[config.mk]
export PLATFORM = sky130hd
export DESIGN_NAME = vcm_hill_climb_flat
export DESIGN_NICKNAME = d
export VERILOG_FILES = /design/src/rtl/vcm_hill_climb_if.sv /design/src/rtl/vcm_hill_climb.sv /design/src/flat_wrapper.sv
export SDC_FILE = /design/constraint.sdc
export NUM_CORES = 1
export LEC_CHECK = 0
export CAP_MARGIN = 20
export CELL_PAD_IN_SITES_DETAIL_PLACEMENT = 1
export CELL_PAD_IN_SITES_GLOBAL_PLACEMENT = 1
export CORE_MARGIN = 2
export CORE_UTILIZATION = 42
export CTS_BUF_LIST = sky130_fd_sc_hd__clkbuf_4
export CTS_CLUSTER_SIZE = 30
export DETAILED_ROUTE_END_ITERATION = 12
export PLACE_DENSITY_LB_ADDON = 0.25
export SLEW_MARGIN = 20
export SYNTH_ARGS = -nofsm -noshare
export SYNTH_HDL_FRONTEND = slang
export SYNTH_SLANG_ARGS = --single-unit
[constraint.sdc]
create_clock -name VIDEO_CLK -period 5.4 [get_ports VIDEO_CLK]
set_clock_uncertainty 0.2 [all_clocks]
set_input_delay 1.08 -clock VIDEO_CLK [delete_from_list [all_inputs] [get_ports VIDEO_CLK]]
set_output_delay 1.08 -clock VIDEO_CLK [all_outputs]
set_load 0.005 [all_outputs]
[src/rtl/vcm_hill_climb_if.sv]
// Bus between the autofocus sweep controller and its surroundings:
// key/frame/sharpness inputs from the statistics side, VCM code and
// status outputs toward the I2C writer and the video overlay.
interface vcm_hill_climb_if #(
    parameter int SHARP_W = 24
);
    logic               AUTO_FOC;
    logic               FRAME_END;
    logic [SHARP_W-1:0] SHARP;
    logic               SHARP_VALID;
    logic [9:0]         STEP;
    logic [15:0]        VCM_DATA;
    logic [9:0]         BEST_STEP;
    logic               VCM_END;
    logic               BUSY;

    // Environment side: drives key, frame and sharpness, observes the lens code.
    modport master (
        output AUTO_FOC, FRAME_END, SHARP, SHARP_VALID,
        input  STEP, VCM_DATA, BEST_STEP, VCM_END, BUSY
    );

    // Controller side.
    modport slave (
        input  AUTO_FOC, FRAME_END, SHARP, SHARP_VALID,
        output STEP, VCM_DATA, BEST_STEP, VCM_END, BUSY
    );
endinterface

[src/rtl/vcm_hill_climb.sv]
// Autofocus hill-climb sweep controller for the lens voice-coil motor.
// Steps the VCM code across its range, waits for the lens to settle after
// every move, records the code of the sharpest frame and parks the lens there.
// Optional feature: define VCM_HILL_EARLY_STOP_EN to abort the sweep after two
// consecutive measurements below half of the best sharpness seen so far.
module vcm_hill_climb #(
    parameter int         SHARP_W       = 24,
    parameter int         STEP_INC      = 16,
    parameter int         STEP_MAX      = 1023,
    parameter int         SETTLE_FRAMES = 2,
    parameter logic [3:0] VCM_S         = 4'h0
) (
    input  logic             VIDEO_CLK,
    input  logic             RESET,
    vcm_hill_climb_if.slave  bus
);

    localparam logic [2:0] S_IDLE    = 3'd0;
    localparam logic [2:0] S_SETTLE  = 3'd1;
    localparam logic [2:0] S_MEASURE = 3'd2;
    localparam logic [2:0] S_RETURN  = 3'd3;
    localparam logic [2:0] S_DONE    = 3'd4;

    // Sweep arithmetic is done one bit wider than the code so the end test never wraps.
    localparam logic [10:0] INC_C    = 11'(STEP_INC);
    localparam logic [10:0] MAX_C    = 11'(STEP_MAX);
    localparam logic [3:0]  SETTLE_C = 4'(SETTLE_FRAMES);

    logic [2:0]         state_q,      state_d;
    logic [9:0]         step_q,       step_d;
    logic [9:0]         best_step_q,  best_step_d;
    logic [SHARP_W-1:0] best_sharp_q, best_sharp_d;
    logic [3:0]         settle_cnt_q, settle_cnt_d;
    logic               vcm_end_q,    vcm_end_d;
    logic               busy_q,       busy_d;
    logic               auto_foc_q;
    logic               start_s;
    logic [10:0]        step_sum_s;
    logic               early_stop_s;
`ifdef VCM_HILL_EARLY_STOP_EN
    logic [1:0]         drop_cnt_q,   drop_cnt_d;
`endif

    // Falling edge of the active-low key, against the previous sampled level.
    assign start_s    = auto_foc_q & ~bus.AUTO_FOC;
    assign step_sum_s = {1'b0, step_q} + INC_C;

    // Next-state logic for the sweep sequencer and its datapath registers.
    always_comb begin
        state_d      = state_q;
        step_d       = step_q;
        best_step_d  = best_step_q;
        best_sharp_d = best_sharp_q;
        settle_cnt_d = settle_cnt_q;
        vcm_end_d    = vcm_end_q;
        busy_d       = busy_q;
        early_stop_s = 1'b0;
`ifdef VCM_HILL_EARLY_STOP_EN
        drop_cnt_d   = drop_cnt_q;
`endif
        case (state_q)
            S_IDLE, S_DONE: begin
                if (start_s) begin
                    step_d       = 10'd0;
                    best_step_d  = 10'd0;
                    best_sharp_d = '0;
                    settle_cnt_d = 4'd0;
                    vcm_end_d    = 1'b0;
                    busy_d       = 1'b1;
                    state_d      = S_SETTLE;
`ifdef VCM_HILL_EARLY_STOP_EN
                    drop_cnt_d   = 2'd0;
`endif
                end else begin
                    state_d = state_q;
                end
            end
            S_SETTLE: begin
                if (bus.FRAME_END) begin
                    if (settle_cnt_q == (SETTLE_C - 4'd1)) begin
                        settle_cnt_d = 4'd0;
                        state_d      = S_MEASURE;
                    end else begin
                        settle_cnt_d = settle_cnt_q + 4'd1;
                    end
                end else begin
                    settle_cnt_d = settle_cnt_q;
                end
            end
            S_MEASURE: begin
                // Frame ends are deliberately not counted here, even when coincident.
                if (bus.SHARP_VALID) begin
                    // Strict compare: on ties the earlier (lower) code is kept.
                    if (bus.SHARP > best_sharp_q) begin
                        best_sharp_d = bus.SHARP;
                        best_step_d  = step_q;
                    end else begin
                        best_sharp_d = best_sharp_q;
                    end
`ifdef VCM_HILL_EARLY_STOP_EN
                    if (bus.SHARP < (best_sharp_q >> 1)) begin
                        drop_cnt_d = drop_cnt_q + 2'd1;
                    end else begin
                        drop_cnt_d = 2'd0;
                    end
                    early_stop_s = (drop_cnt_d == 2'd2);
`endif
                    settle_cnt_d = 4'd0;
                    // The lens goes straight back to the best code, including this frame's result.
                    if ((step_sum_s > MAX_C) || early_stop_s) begin
                        step_d  = best_step_d;
                        state_d = S_RETURN;
                    end else begin
                        step_d  = step_sum_s[9:0];
                        state_d = S_SETTLE;
                    end
                end else begin
                    state_d = state_q;
                end
            end
            S_RETURN: begin
                if (bus.FRAME_END) begin
                    if (settle_cnt_q == (SETTLE_C - 4'd1)) begin
                        settle_cnt_d = 4'd0;
                        vcm_end_d    = 1'b1;
                        busy_d       = 1'b0;
                        state_d      = S_DONE;
                    end else begin
                        settle_cnt_d = settle_cnt_q + 4'd1;
                    end
                end else begin
                    settle_cnt_d = settle_cnt_q;
                end
            end
            default: begin
                step_d       = 10'd0;
                best_step_d  = 10'd0;
                best_sharp_d = '0;
                settle_cnt_d = 4'd0;
                vcm_end_d    = 1'b1;
                busy_d       = 1'b0;
                state_d      = S_IDLE;
            end
        endcase
    end

    // State, datapath and key-edge registers with synchronous reset.
    always_ff @(posedge VIDEO_CLK) begin
        if (RESET) begin
            state_q      <= S_IDLE;
            step_q       <= 10'd0;
            best_step_q  <= 10'd0;
            best_sharp_q <= '0;
            settle_cnt_q <= 4'd0;
            vcm_end_q    <= 1'b1;
            busy_q       <= 1'b0;
            auto_foc_q   <= 1'b1;
        end else begin
            state_q      <= state_d;
            step_q       <= step_d;
            best_step_q  <= best_step_d;
            best_sharp_q <= best_sharp_d;
            settle_cnt_q <= settle_cnt_d;
            vcm_end_q    <= vcm_end_d;
            busy_q       <= busy_d;
            auto_foc_q   <= bus.AUTO_FOC;
        end
    end

`ifdef VCM_HILL_EARLY_STOP_EN
    // Consecutive-drop counter for the early abort.
    always_ff @(posedge VIDEO_CLK) begin
        if (RESET) begin
            drop_cnt_q <= 2'd0;
        end else begin
            drop_cnt_q <= drop_cnt_d;
        end
    end
`endif

    // VCM word is built from the code register so both always agree.
    assign bus.STEP      = step_q;
    assign bus.VCM_DATA  = {2'b00, step_q, VCM_S};
    assign bus.BEST_STEP = best_step_q;
    assign bus.VCM_END   = vcm_end_q;
    assign bus.BUSY      = busy_q;

endmodule

[src/flat_wrapper.sv]
// flat-port wrapper written by rule: the top's interface ports become plain ports
module vcm_hill_climb_flat 
#(
    parameter int         SHARP_W       = 24,
    parameter int         STEP_INC      = 16,
    parameter int         STEP_MAX      = 1023,
    parameter int         SETTLE_FRAMES = 2,
    parameter logic [3:0] VCM_S         = 4'h0
)
  (VIDEO_CLK, RESET, bus_AUTO_FOC, bus_FRAME_END, bus_SHARP, bus_SHARP_VALID, bus_STEP, bus_VCM_DATA, bus_BEST_STEP, bus_VCM_END, bus_BUSY);
  vcm_hill_climb_if #(.SHARP_W(SHARP_W)) bus_i ();
  input  logic VIDEO_CLK;
  input  logic RESET;
  input wire logic [$bits(bus_i.AUTO_FOC)-1:0] bus_AUTO_FOC;
  input wire logic [$bits(bus_i.FRAME_END)-1:0] bus_FRAME_END;
  input wire logic [$bits(bus_i.SHARP)-1:0] bus_SHARP;
  input wire logic [$bits(bus_i.SHARP_VALID)-1:0] bus_SHARP_VALID;
  output wire logic [$bits(bus_i.STEP)-1:0] bus_STEP;
  output wire logic [$bits(bus_i.VCM_DATA)-1:0] bus_VCM_DATA;
  output wire logic [$bits(bus_i.BEST_STEP)-1:0] bus_BEST_STEP;
  output wire logic [$bits(bus_i.VCM_END)-1:0] bus_VCM_END;
  output wire logic [$bits(bus_i.BUSY)-1:0] bus_BUSY;
  assign bus_i.AUTO_FOC = bus_AUTO_FOC;
  assign bus_i.FRAME_END = bus_FRAME_END;
  assign bus_i.SHARP = bus_SHARP;
  assign bus_i.SHARP_VALID = bus_SHARP_VALID;
  assign bus_STEP = bus_i.STEP;
  assign bus_VCM_DATA = bus_i.VCM_DATA;
  assign bus_BEST_STEP = bus_i.BEST_STEP;
  assign bus_VCM_END = bus_i.VCM_END;
  assign bus_BUSY = bus_i.BUSY;
  vcm_hill_climb #(.SHARP_W(SHARP_W), .STEP_INC(STEP_INC), .STEP_MAX(STEP_MAX), .SETTLE_FRAMES(SETTLE_FRAMES), .VCM_S(VCM_S)) u_core (.VIDEO_CLK(VIDEO_CLK), .RESET(RESET), .bus(bus_i));
endmodule
==> out/results.env <==
CTS_SINKS=54
TIMING.RR.START='u_core.best_sharp_q[23]$_SDFFE_PP0P_'
DRT-VIAS-PER-INSTANCE=5.389
CTS_MADE_BUFFERS=5
SYNTH.YOSYS.WARNINGS=0
WORST_SLEW_PIN_SLEW_PS=972.6
POST-ROUTE-PERIOD-UTIL_PCT=71.64
FINALHOLDVIOLATIONS=0
NUM-NETS-FINAL=434
NETLIST_TOP_CELLS_AREA='sky130_fd_sc_hd__dfxtp_1 (36%), sky130_fd_sc_hd__a22o_1 (11%), sky130_fd_sc_hd__ha_1 (11%)'
GRT_SETUP_UNREPAIRED='no'
GLOBALROUTE.TOTALOVERFLOW=0
GLOBAL_ROUTE_WIRE_LENGTH_BEFORE_REPAIR_UM=12030
CTS_ROOT_BUF='sky130_fd_sc_hd__clkbuf_4'
NUM_IO_PINS=67
GRTUSAGETOTAL_PCT=19.47
NUMBER_OF_GLOBAL_ROUTE_VIAS_BEFORE_REPAIR=2519
SYNTH_ENABLE_FLOP_CELLS=0
SLEW-LIMIT-HEADROOM_PCT=34.73
FRACTION_OF_POWER_CONSUMED_BY_SEQUENTIAL_LOGIC_PCT=55.1
CLOCK_TREE_FROM_TRITONCTS='built'
CRITPATHLAUNCHTYPE='input port'
CRITICAL_PATH_ARRIVAL_PS=4010
ANT_NETS=0
PATH_CLK_SLEW_PS=150
NUMBER_OF_FILLER_CELLS_PLACED_IN_THE_LAYOUT=815
GRT_MAX_DEGREE=35
VIA_COUNT=2565
DRCVIOLATIONCOUNT=0
YOSYSSEQAREASHARE_PCT=35.87
PART_OF_THE_POWER_IN_THE_CLOCK_NETWORK_PCT=31.4
WORST_HOLD_STARTPOINT='u_core.best_sharp_q[4]$_SDFFE_PP0P_'
AREA_GROWTH_SYN_TO_LAYOUT_PCT=19.80
MIN_PATH_TYPE='flip-flop to flip-flop'
SYNTH.LIB_CELLS_USED.DISTINCT=50
DRTPASS1ITERATIONS=4
ROUTABILITYCONGESTION=0.8139
DR.FIRST_ITER.DRC_COUNT=129
TNS_PS=0
POWER.INTERNAL_uW=544.3
NETSWITCHINGFRACTION_PCT=26.16
MULTIINPUTGATEAREA_UM2=1612
P_PER_AREA_nW_PER_UM2=204.1
POST_CTS.RESIZED_INSTANCES=0
P_SWITCHING_uW=192.8
HTREEDEPTH=2
FP.DIEW_UM=88.72
REQUIRED_PS=5540
POST-ROUTE-WORST-SETUP-SLACK_PS=1531
PLACE.PORT_BUFFERS=60
DIODES=0
POWER.IR.VDD_WORST_V=0.00008119
TOTAL_POWER_uW=737.1
SETUP.WORST_PATH.CLASS='input port to flip-flop'
AVG_WL_PER_CELL_UM=15.38
INITIAL_ANTENNA_VIOLATION_COUNT=0
DESIGN.DIE.AREA_UM2=7870
DPL_WORST_SLACK_PS=1106
SLEW_VIOLATIONS=0
DRIVE_ABOVE_1_SHARE_PCT=5.526
CRITPATHLAUNCH='bus_SHARP[23]'
ENDPOINT_KIND='flip-flop'
DIE_Y_UM=88.72
RUN_STATUS='finished, final reports clean'
YOSYSTOPAREACELLSHARE_PCT=35.87
SEQCELLAREA_UM2=1081
CTS_SETUP_BUFFERS=0
YS_SEQ_ELEMENTS=54
TIMING_LIMITED_MAXIMUM_FREQUENCY_GHz=0.2585
MAX_CAP_VIOL_COUNT=0
REPORTED_LEAKAGE_POWER_uW=0.001319
CTS.HOLD.BUFFERS_ADDED=0
SYNTH_TOP_AREA_CELL='sky130_fd_sc_hd__dfxtp_1'
FP-ROW-COUNT=30
INITIAL_UTIL_PCT=43.88
SETUP_VIOL=0
SYN-INSTANCE-COUNT=338
CTS-ROOT-TO-SINK-BUFFERS=2
SYN_AVG_CELL_AREA_UM2=8.918
SYNTH.CELL_AREA_UM2=3014
CLK_LAT_WORST_SKEW_PS=390
CORE_UM2=6869
PERIOD_NEEDED_PS=3869
HPWL_UM=5457
CRIT_PATH_MAX_FANOUT=34
SYNTH_FLOP_CELL='sky130_fd_sc_hd__dfxtp_1'
POSTSYNTH.ASYNCRESETSHARE_PCT=0
DRT_WL_TOTAL_UM=7321
POWER.SHARE.COMBINATIONAL_PCT=13.5
==> Yosys cell counts (3+ instances only) <==
cell type	n
sky130_fd_sc_hd__a22o_1	38
sky130_fd_sc_hd__a21oi_1	20
sky130_fd_sc_hd__dfxtp_1	54
sky130_fd_sc_hd__nand2_1	24
sky130_fd_sc_hd__nor4_1	4
sky130_fd_sc_hd__inv_1	30
sky130_fd_sc_hd__nor2_1	26
sky130_fd_sc_hd__nor3_1	3
sky130_fd_sc_hd__o21ai_1	3
sky130_fd_sc_hd__o211ai_1	4
sky130_fd_sc_hd__a31oi_1	6
sky130_fd_sc_hd__ha_1	26
sky130_fd_sc_hd__buf_4	18
sky130_fd_sc_hd__or3_1	4
sky130_fd_sc_hd__o21ai_0	10
sky130_fd_sc_hd__buf_6	4
sky130_fd_sc_hd__and3_1	3
sky130_fd_sc_hd__xor2_1	4
sky130_fd_sc_hd__mux2i_1	3
sky130_fd_sc_hd__nand4_1	4
sky130_fd_sc_hd__nand3_1	5
sky130_fd_sc_hd__buf_2	8
==> power groups by stage <==
stage                     sequential, µW  clock (µW)  combinational (µW)
after floorplan                      414           0                65.0
after global placement               415           0                96.6
after detailed placement             415           0                 100
after CTS                            406         237                 101
after global routing                 407         250                 112
final                                406         231                99.5
==> kinds of logic (layout without fill, tap and decap cells) <==
| logic type | Yosys count | after routing | synth area share (%) |
|---|---|---|---|
| other | 1 | 6 | 0.1244 |
| and+or+nand+nor | 88 | 88 | 15.03 |
| DFF | 54 | 54 | 35.87 |
| adders and majority gates | 26 | 26 | 10.79 |
| xor gates and xnor gates | 4 | 4 | 1.162 |
| AOI/OAI and AO/OA | 100 | 100 | 24.74 |
| muxes | 3 | 3 | 0.9963 |
| buffers and inverters | 62 | 99 | 11.29 |
==> path summary, 6_finish.rpt <==
check	end	slack, ps	cells after the start
max reg2reg	u_core.best_sharp_q[10]$_SDFFE_PP0P_	2280	9
min reg2reg	u_core.best_sharp_q[4]$_SDFFE_PP0P_	300	1
min	u_core.best_sharp_q[4]$_SDFFE_PP0P_	300	1
max	u_core.best_sharp_q[10]$_SDFFE_PP0P_	1530	9
==> routing by layer <==
metal	vias up	routed length, µm	track usage, %
met5	-	0	0
met4	0	126	7.300
met3	12	229	2.985
met2	45	3594	32.63
met1	1238	3370	25.24
li1	1270	-	-
==> state kept, by name, indices dropped and copies added (netlist names) <==
register / cells
u_core.bus.BUSY: 1
u_core.bus.VCM_END: 1
u_core.auto_foc_q: 1
u_core.best_sharp_q: 24
u_core.settle_cnt_q: 4
u_core.state_q: 3
u_core.bus.STEP: 10
u_core.bus.BEST_STEP: 10
==> stage by stage <==
step                cells  util (%)  cell area (µm²)  hold slack [ps]
detailed placement    468     51.44             3533            264.9
global placement      468     51.44             3533            261.5
finish                476     52.57             3611            301.8
CTS                   476     52.57             3611            305.1
global route          476     52.57             3611            317.3
floorplan             343         -             3033            249.1
==> critical path, cell delays in order <==
cell and delay, ps:
sky130_fd_sc_hd__clkdlybuf4s50_1 430, sky130_fd_sc_hd__ha_1 330, sky130_fd_sc_hd__nand4_1 140, sky130_fd_sc_hd__nor3_2 250
sky130_fd_sc_hd__and3_1 240, sky130_fd_sc_hd__o31a_1 190, sky130_fd_sc_hd__o21ai_1 300, sky130_fd_sc_hd__nor2_4 780
sky130_fd_sc_hd__a22o_1 240
==> layout make-up <==
cell class	count	area share, %
Tap cell	96	3.326
Clock inverter	3	1.109
Inverter	30	3.119
Multi-Input combinational cell	227	44.63
Sequential cell	54	29.94
Timing Repair Buffer	61	16.84
Clock buffer	5	1.040
==> cells in the final DEF (no fill, tap or decap), types with 10 or more instances in the layout <==
cell                              instances
sky130_fd_sc_hd__clkdlybuf4s50_1         60
sky130_fd_sc_hd__nor2_1                  26
sky130_fd_sc_hd__nand2_1                 24
sky130_fd_sc_hd__ha_1                    26
sky130_fd_sc_hd__a22o_1                  38
sky130_fd_sc_hd__a21oi_1                 20
sky130_fd_sc_hd__inv_1                   30
sky130_fd_sc_hd__dfxtp_1                 54
sky130_fd_sc_hd__o21ai_0                 10
(Power assumes the default switching activity.)
